<file path="src/rtl/maj_vote_pipe_if.sv">
// Handshake/bus bundle for maj_vote_pipe: input channel words and the voted output word.
// out_par exists only when MAJ_VOTE_PIPE_PARITY_EN is defined.
interface maj_vote_pipe_if #(
    parameter int unsigned WIDTH = 8,
    parameter int unsigned NCH   = 3
);
    logic                   in_valid;
    logic                   in_ready;
    logic [NCH*WIDTH-1:0]   in_data;
    logic                   out_valid;
    logic                   out_ready;
    logic [WIDTH-1:0]       out_data;
    logic                   out_unanimous;
`ifdef MAJ_VOTE_PIPE_PARITY_EN
    logic                   out_par;
`endif

    modport master (
        output in_valid, in_data, out_ready,
        input  in_ready, out_valid, out_data, out_unanimous
`ifdef MAJ_VOTE_PIPE_PARITY_EN
        , input out_par
`endif
    );

    modport slave (
        input  in_valid, in_data, out_ready,
        output in_ready, out_valid, out_data, out_unanimous
`ifdef MAJ_VOTE_PIPE_PARITY_EN
        , output out_par
`endif
    );
endinterface

</file>
<file path="src/rtl/maj_vote_pipe.sv">
// Two-stage pipelined NCH-channel bitwise majority voter with valid/ready flow control,
// unanimity flag and saturating disagreement counter. Optional out_par via MAJ_VOTE_PIPE_PARITY_EN.
module maj_vote_pipe #(
    parameter int unsigned WIDTH = 8,
    parameter int unsigned NCH   = 3,
    parameter int unsigned CNT_W = 16
) (
    input  logic              clk,
    input  logic              rst,
    maj_vote_pipe_if.slave    bus,
    input  logic              clr_cnt,
    output logic [CNT_W-1:0]  err_cnt
);
    localparam int unsigned DW = NCH * WIDTH;
    localparam int unsigned VW = 3;
    localparam logic [VW-1:0]    HALF    = VW'(NCH / 2);
    localparam logic [CNT_W-1:0] CNT_MAX = {CNT_W{1'b1}};

    if (NCH < 3 || NCH > 7 || (NCH % 2) == 0) begin : g_bad_nch
        $error("maj_vote_pipe: NCH must be odd and in 3..7");
    end
    if (WIDTH < 1 || WIDTH > 64) begin : g_bad_width
        $error("maj_vote_pipe: WIDTH must be in 1..64");
    end
    if (CNT_W < 2 || CNT_W > 32) begin : g_bad_cnt_w
        $error("maj_vote_pipe: CNT_W must be in 2..32");
    end

    logic             s1_valid_q, s1_valid_d;
    logic [DW-1:0]    s1_data_q,  s1_data_d;
    logic             s2_valid_q, s2_valid_d;
    logic [WIDTH-1:0] out_data_q, out_data_d;
    logic             out_unan_q, out_unan_d;
    logic [CNT_W-1:0] err_cnt_q,  err_cnt_d;
`ifdef MAJ_VOTE_PIPE_PARITY_EN
    logic             out_par_q,  out_par_d;
`endif

    logic             s2_adv;
    logic             s1_adv;
    logic [WIDTH-1:0] maj;
    logic             unan;
    logic [VW-1:0]    ones;

    // Vote on the word held in S1.
    always_comb begin
        maj  = '0;
        unan = 1'b1;
        ones = '0;
        for (int unsigned b = 0; b < WIDTH; b++) begin
            ones = '0;
            for (int unsigned c = 0; c < NCH; c++) begin
                ones = ones + VW'(s1_data_q[c*WIDTH + b]);
            end
            maj[b] = (ones > HALF);
        end
        for (int unsigned c = 1; c < NCH; c++) begin
            if (s1_data_q[c*WIDTH +: WIDTH] != s1_data_q[WIDTH-1:0]) begin
                unan = 1'b0;
            end
        end
    end

    // Flow control and next-state for both stages and the counter.
    always_comb begin
        s2_adv     = !s2_valid_q || bus.out_ready;
        s1_adv     = !s1_valid_q || s2_adv;
        s1_valid_d = s1_valid_q;
        s1_data_d  = s1_data_q;
        s2_valid_d = s2_valid_q;
        out_data_d = out_data_q;
        out_unan_d = out_unan_q;
        err_cnt_d  = err_cnt_q;
`ifdef MAJ_VOTE_PIPE_PARITY_EN
        out_par_d  = out_par_q;
`endif
        if (s1_adv) begin
            s1_valid_d = bus.in_valid;
            if (bus.in_valid) begin
                s1_data_d = bus.in_data;
            end
        end
        if (s2_adv) begin
            s2_valid_d = s1_valid_q;
            if (s1_valid_q) begin
                out_data_d = maj;
                out_unan_d = unan;
`ifdef MAJ_VOTE_PIPE_PARITY_EN
                out_par_d  = ^maj;
`endif
            end
        end
        // Clear takes priority over a same-cycle increment.
        if (clr_cnt) begin
            err_cnt_d = '0;
        end else if (s2_valid_q && bus.out_ready && !out_unan_q && err_cnt_q != CNT_MAX) begin
            err_cnt_d = err_cnt_q + CNT_W'(1);
        end
    end

    always_ff @(posedge clk or posedge rst) begin
        if (rst) begin
            s1_valid_q <= 1'b0;
            s1_data_q  <= '0;
            s2_valid_q <= 1'b0;
            out_data_q <= '0;
            out_unan_q <= 1'b0;
            err_cnt_q  <= '0;
`ifdef MAJ_VOTE_PIPE_PARITY_EN
            out_par_q  <= 1'b0;
`endif
        end else begin
            s1_valid_q <= s1_valid_d;
            s1_data_q  <= s1_data_d;
            s2_valid_q <= s2_valid_d;
            out_data_q <= out_data_d;
            out_unan_q <= out_unan_d;
            err_cnt_q  <= err_cnt_d;
`ifdef MAJ_VOTE_PIPE_PARITY_EN
            out_par_q  <= out_par_d;
`endif
        end
    end

    assign bus.in_ready      = s1_adv;
    assign bus.out_valid     = s2_valid_q;
    assign bus.out_data      = out_data_q;
    assign bus.out_unanimous = out_unan_q;
`ifdef MAJ_VOTE_PIPE_PARITY_EN
    assign bus.out_par       = out_par_q;
`endif
    assign err_cnt           = err_cnt_q;

endmodule
</file>
<file path="src/flat_wrapper.sv">
// flat-port wrapper written by rule: the top's interface ports become plain ports
module maj_vote_pipe_flat 
#(
    parameter int unsigned WIDTH = 8,
    parameter int unsigned NCH   = 3,
    parameter int unsigned CNT_W = 16
)
  (clk, rst, clr_cnt, err_cnt, bus_in_valid, bus_in_data, bus_out_ready, bus_in_ready, bus_out_valid, bus_out_data, bus_out_unanimous);
  maj_vote_pipe_if #(.WIDTH(WIDTH), .NCH(NCH)) bus_i ();
  input  logic clk;
  input  logic rst;
  input  logic clr_cnt;
  output logic [CNT_W-1:0] err_cnt;
  input wire logic [$bits(bus_i.in_valid)-1:0] bus_in_valid;
  input wire logic [$bits(bus_i.in_data)-1:0] bus_in_data;
  input wire logic [$bits(bus_i.out_ready)-1:0] bus_out_ready;
  output wire logic [$bits(bus_i.in_ready)-1:0] bus_in_ready;
  output wire logic [$bits(bus_i.out_valid)-1:0] bus_out_valid;
  output wire logic [$bits(bus_i.out_data)-1:0] bus_out_data;
  output wire logic [$bits(bus_i.out_unanimous)-1:0] bus_out_unanimous;
  assign bus_i.in_valid = bus_in_valid;
  assign bus_i.in_data = bus_in_data;
  assign bus_i.out_ready = bus_out_ready;
  assign bus_in_ready = bus_i.in_ready;
  assign bus_out_valid = bus_i.out_valid;
  assign bus_out_data = bus_i.out_data;
  assign bus_out_unanimous = bus_i.out_unanimous;
  maj_vote_pipe #(.WIDTH(WIDTH), .NCH(NCH), .CNT_W(CNT_W)) u_core (.clk(clk), .rst(rst), .bus(bus_i), .clr_cnt(clr_cnt), .err_cnt(err_cnt));
endmodule
</file>
<file path="config.mk">
export PLATFORM = sky130hd
export DESIGN_NAME = maj_vote_pipe_flat
export DESIGN_NICKNAME = d
export VERILOG_FILES = /design/src/rtl/maj_vote_pipe_if.sv /design/src/rtl/maj_vote_pipe.sv /design/src/flat_wrapper.sv
export SDC_FILE = /design/constraint.sdc
export NUM_CORES = 1
export LEC_CHECK = 0
export BUFFER_PORTS_ARGS = -buffer_cell sky130_fd_sc_hd__buf_2
export CORE_ASPECT_RATIO = 1.25
export CORE_MARGIN = 1.5
export CORE_UTILIZATION = 53
export CTS_CLUSTER_SIZE = 8
export DETAILED_ROUTE_END_ITERATION = 7
export PLACE_DENSITY = 0.79
export SLEW_MARGIN = 20
export SYNTH_ARGS = -nofsm -noshare
export SYNTH_HDL_FRONTEND = slang
export SYNTH_SLANG_ARGS = --single-unit
</file>
<file path="constraint.sdc">
create_clock -name clk -period 2.6 [get_ports clk]
set_input_delay 0.13 -clock clk [delete_from_list [all_inputs] [get_ports clk]]
set_output_delay 0.13 -clock clk [all_outputs]
set_load 0.005 [all_outputs]
</file>
==> metrics.cfg <==
[run_status]
outcome=finished with violations
violations=hold timing

[clock_tree]
ctsHoldBuffers=0
cts_root_buf=clkbuf_8
path_clk_slew_ns=0.09
clockBufferDepth=2
clk_latency_ns=0.30
clkSinkCount=51
cts_resized=0
h-tree-depth=2
numCtsBuffers=5
post_cts_buffers=0
cts_tree=built

[routing]
wl_mm=4.75
drtAntennaViolNets=0
first_pass_iters=4
dr_total_vias=1886
drc=0
vias_per_cell=5.77
dr.first_iter.drc_count=231
wl_per_cell_um=14.5

[critical_path]
critical_path_required_ns=2.80
critical_path_class=reg -> reg
startpoint_type=register
crit_path_max_fanout=19
endpoint_kind=register
cp.arrival_ns=2.06

[flow_run]
maxCapViolations=0

[place]
gp_congestion=0.867
dp_hpwl_mm=3.41
place_ws_ns=0.762
numPortBuffers=55

[global_routing]
globalRoute.totalOverflow=0
first_global_vias=1765
antenna_found_initial=0
grt_busiest_layer=met2
grt_max_degree=52
grt_pass1_wl_mm=8.12
globalRouteMet1Util_pct=24.9
grt_util_met2_pct=36.7
use_met3_pct=4.67
grt_use_total_pct=20.6

[synth]
syn_inst=214
netlist_area_um2=2450
synth_ff_type=dfrtp_1
synth_nets=252
yosysSeqAreaShare_pct=52.1
ys_ff_latch=51
ys_types=29
yosys_warnings=0
syn_avg_cell_area_um2=11.4
synth_edf_count=0
synthArstFlopShare_pct=100

[floorplan]
core_area_um2=4430
die_h_um=79.0
die_area_um2=5040
start_util_pct=55.3
die_x_um=63.8
ios=56
row_count=27

[timing]
slew_violations=0
fin_crit_sh_pct=71.5
min_period_ns=1.86
worst_pin_slew_ns=0.863
hold_viol=51
fin_ws_ns=0.742
max_freq_mhz=538
rsz0062_at_grt=false
fin_skew_ns=0.00488
whs_ns=-0.0442
tns_ns=0
maxSlewHeadroom_pct=42.4
finalSetupViolCount=0

[min_path]
hp-class=in -> async

[pwr]
p_per_area_nw_per_um2=643
p_total_w=0.00185
leakagePower_nw=1.29
peakVddDrop_mv=0.560

[final_layout]
area_growth_pct=17.6
layout.nets=306
antenna_cells=0
drive_gt1_share_pct=35.3

worst paths after layout:
kind / to / cells after the start / slack [ns] / start
max in group asynchronous: u_core.bus.out_data[3] / 2 / 2.12 / rst
worst min register to register: u_core.bus.out_valid / 1 / 0.51 / u_core.s1_valid_q
worst max-delay path: u_core.err_cnt[15] / 5 / 0.74 / u_core.err_cnt[0]
min in group clk: u_core.s1_valid_q / 2 / 0.04 / bus_in_valid
worst max register to register: u_core.err_cnt[15] / 5 / 0.74 / u_core.err_cnt[0]
worst min-delay path: u_core.s1_data_q[6] / 2 / -0.04 / rst
cells in the final DEF (no fill, tap or decap), types with 5 or more instances in the layout:
cell type	count
buf_2	55
dfrtp_1	51
o21ai_0	5
nand3_1	9
xnor2_1	6
or3_1	5
nand4_1	6
o31ai_1	8
nand2_1	5
or4_1	8
nor2_1	10
ha_1	9
mux2_2	27
a21oi_1	30
clkbuf_8	6
state kept, by name, indices dropped and copies added (netlist names):
| register | flops |
|---|---|
| u_core.s1_data_q | 24 |
| u_core.err_cnt | 16 |
| u_core.bus.out_data | 8 |
| u_core.bus.out_unanimous | 1 |
| u_core.bus.out_valid | 1 |
| u_core.s1_valid_q | 1 |
synthesized netlist by cell type (all sizes together), types with 5 or more instances:
| cell | number | share of area, % |
|---|---|---|
| or3 | 5 | 1.3 |
| dfrtp | 51 | 52 |
| o21ai | 5 | 1.0 |
| ha | 9 | 4.6 |
| or4 | 8 | 2.5 |
| mux2 | 27 | 12 |
| o31ai | 8 | 2.5 |
| a21oi | 30 | 6.1 |
| nand4 | 6 | 1.5 |
| and4 | 6 | 2.4 |
| xnor2 | 6 | 2.1 |
| buf | 6 | 1.4 |
| nor2 | 10 | 1.5 |
| nand2 | 5 | 0.77 |
| nand3 | 9 | 1.8 |
worst max-delay path, cell delays in order (launching register included):
cell,delay (ns)
dfrtp_1,0.43
ha_1,0.24
and4_1,0.24
and4_4,0.22
nor4_1,0.25
mux2_2,0.37
final cells by class:
type / instances / area, um^2
Fill cell: 379 / 1550
Sequential cell: 51 / 1280
Multi-Input combinational cell: 152 / 1120
Timing Repair Buffer: 57 / 290
Clock buffer: 6 / 82.6
Tap cell: 58 / 72.6
Clock inverter: 2 / 35.0
Inverter: 1 / 5.00
power by group:
group          leakage, nW  internal [W]  total, W  switching (W)
combinational        0.599      0.000172  0.000322       0.000151
clock               0.0612      0.000312  0.000573       0.000261
sequential           0.628      0.000888  0.000956      0.0000681
total                 1.29       0.00137   0.00185       0.000480
cells by family after synthesis:
kind of cell,Yosys count,share of synthesized area [%]
flip-flops,51,52.1
multiplexers,27,12.4
AO/OA/AOI/OAI,44,9.97
AND/OR/NAND/NOR,64,15.8
XOR/XNOR,8,2.86
adder cells (fa/ha/maj),9,4.60
buffers and inverters,11,2.20
through the flow:
stage               util, %  instance area (um^2)  hold WS [ns]  std cells
floorplan                 -                  2450         0.238        214
global placement       62.4                  2760         0.335        319
detailed placement     62.4                  2760         0.366        319
CTS                    65.0                  2880        0.0400        327
global route           65.1                  2880        0.0374        327
finish                 65.1                  2880       -0.0442        327
layer usage:
| metal | vias up | wire length, um |
|---|---|---|
| met1 | 914 | 1960 |
| met2 | 67 | 2470 |
| li1 | 899 | - |
| met4 | 0 | 48 |
| met5 | - | 0 |
| met3 | 6 | 277 |
No activity file was read; power rests on OpenSTA's default activity.
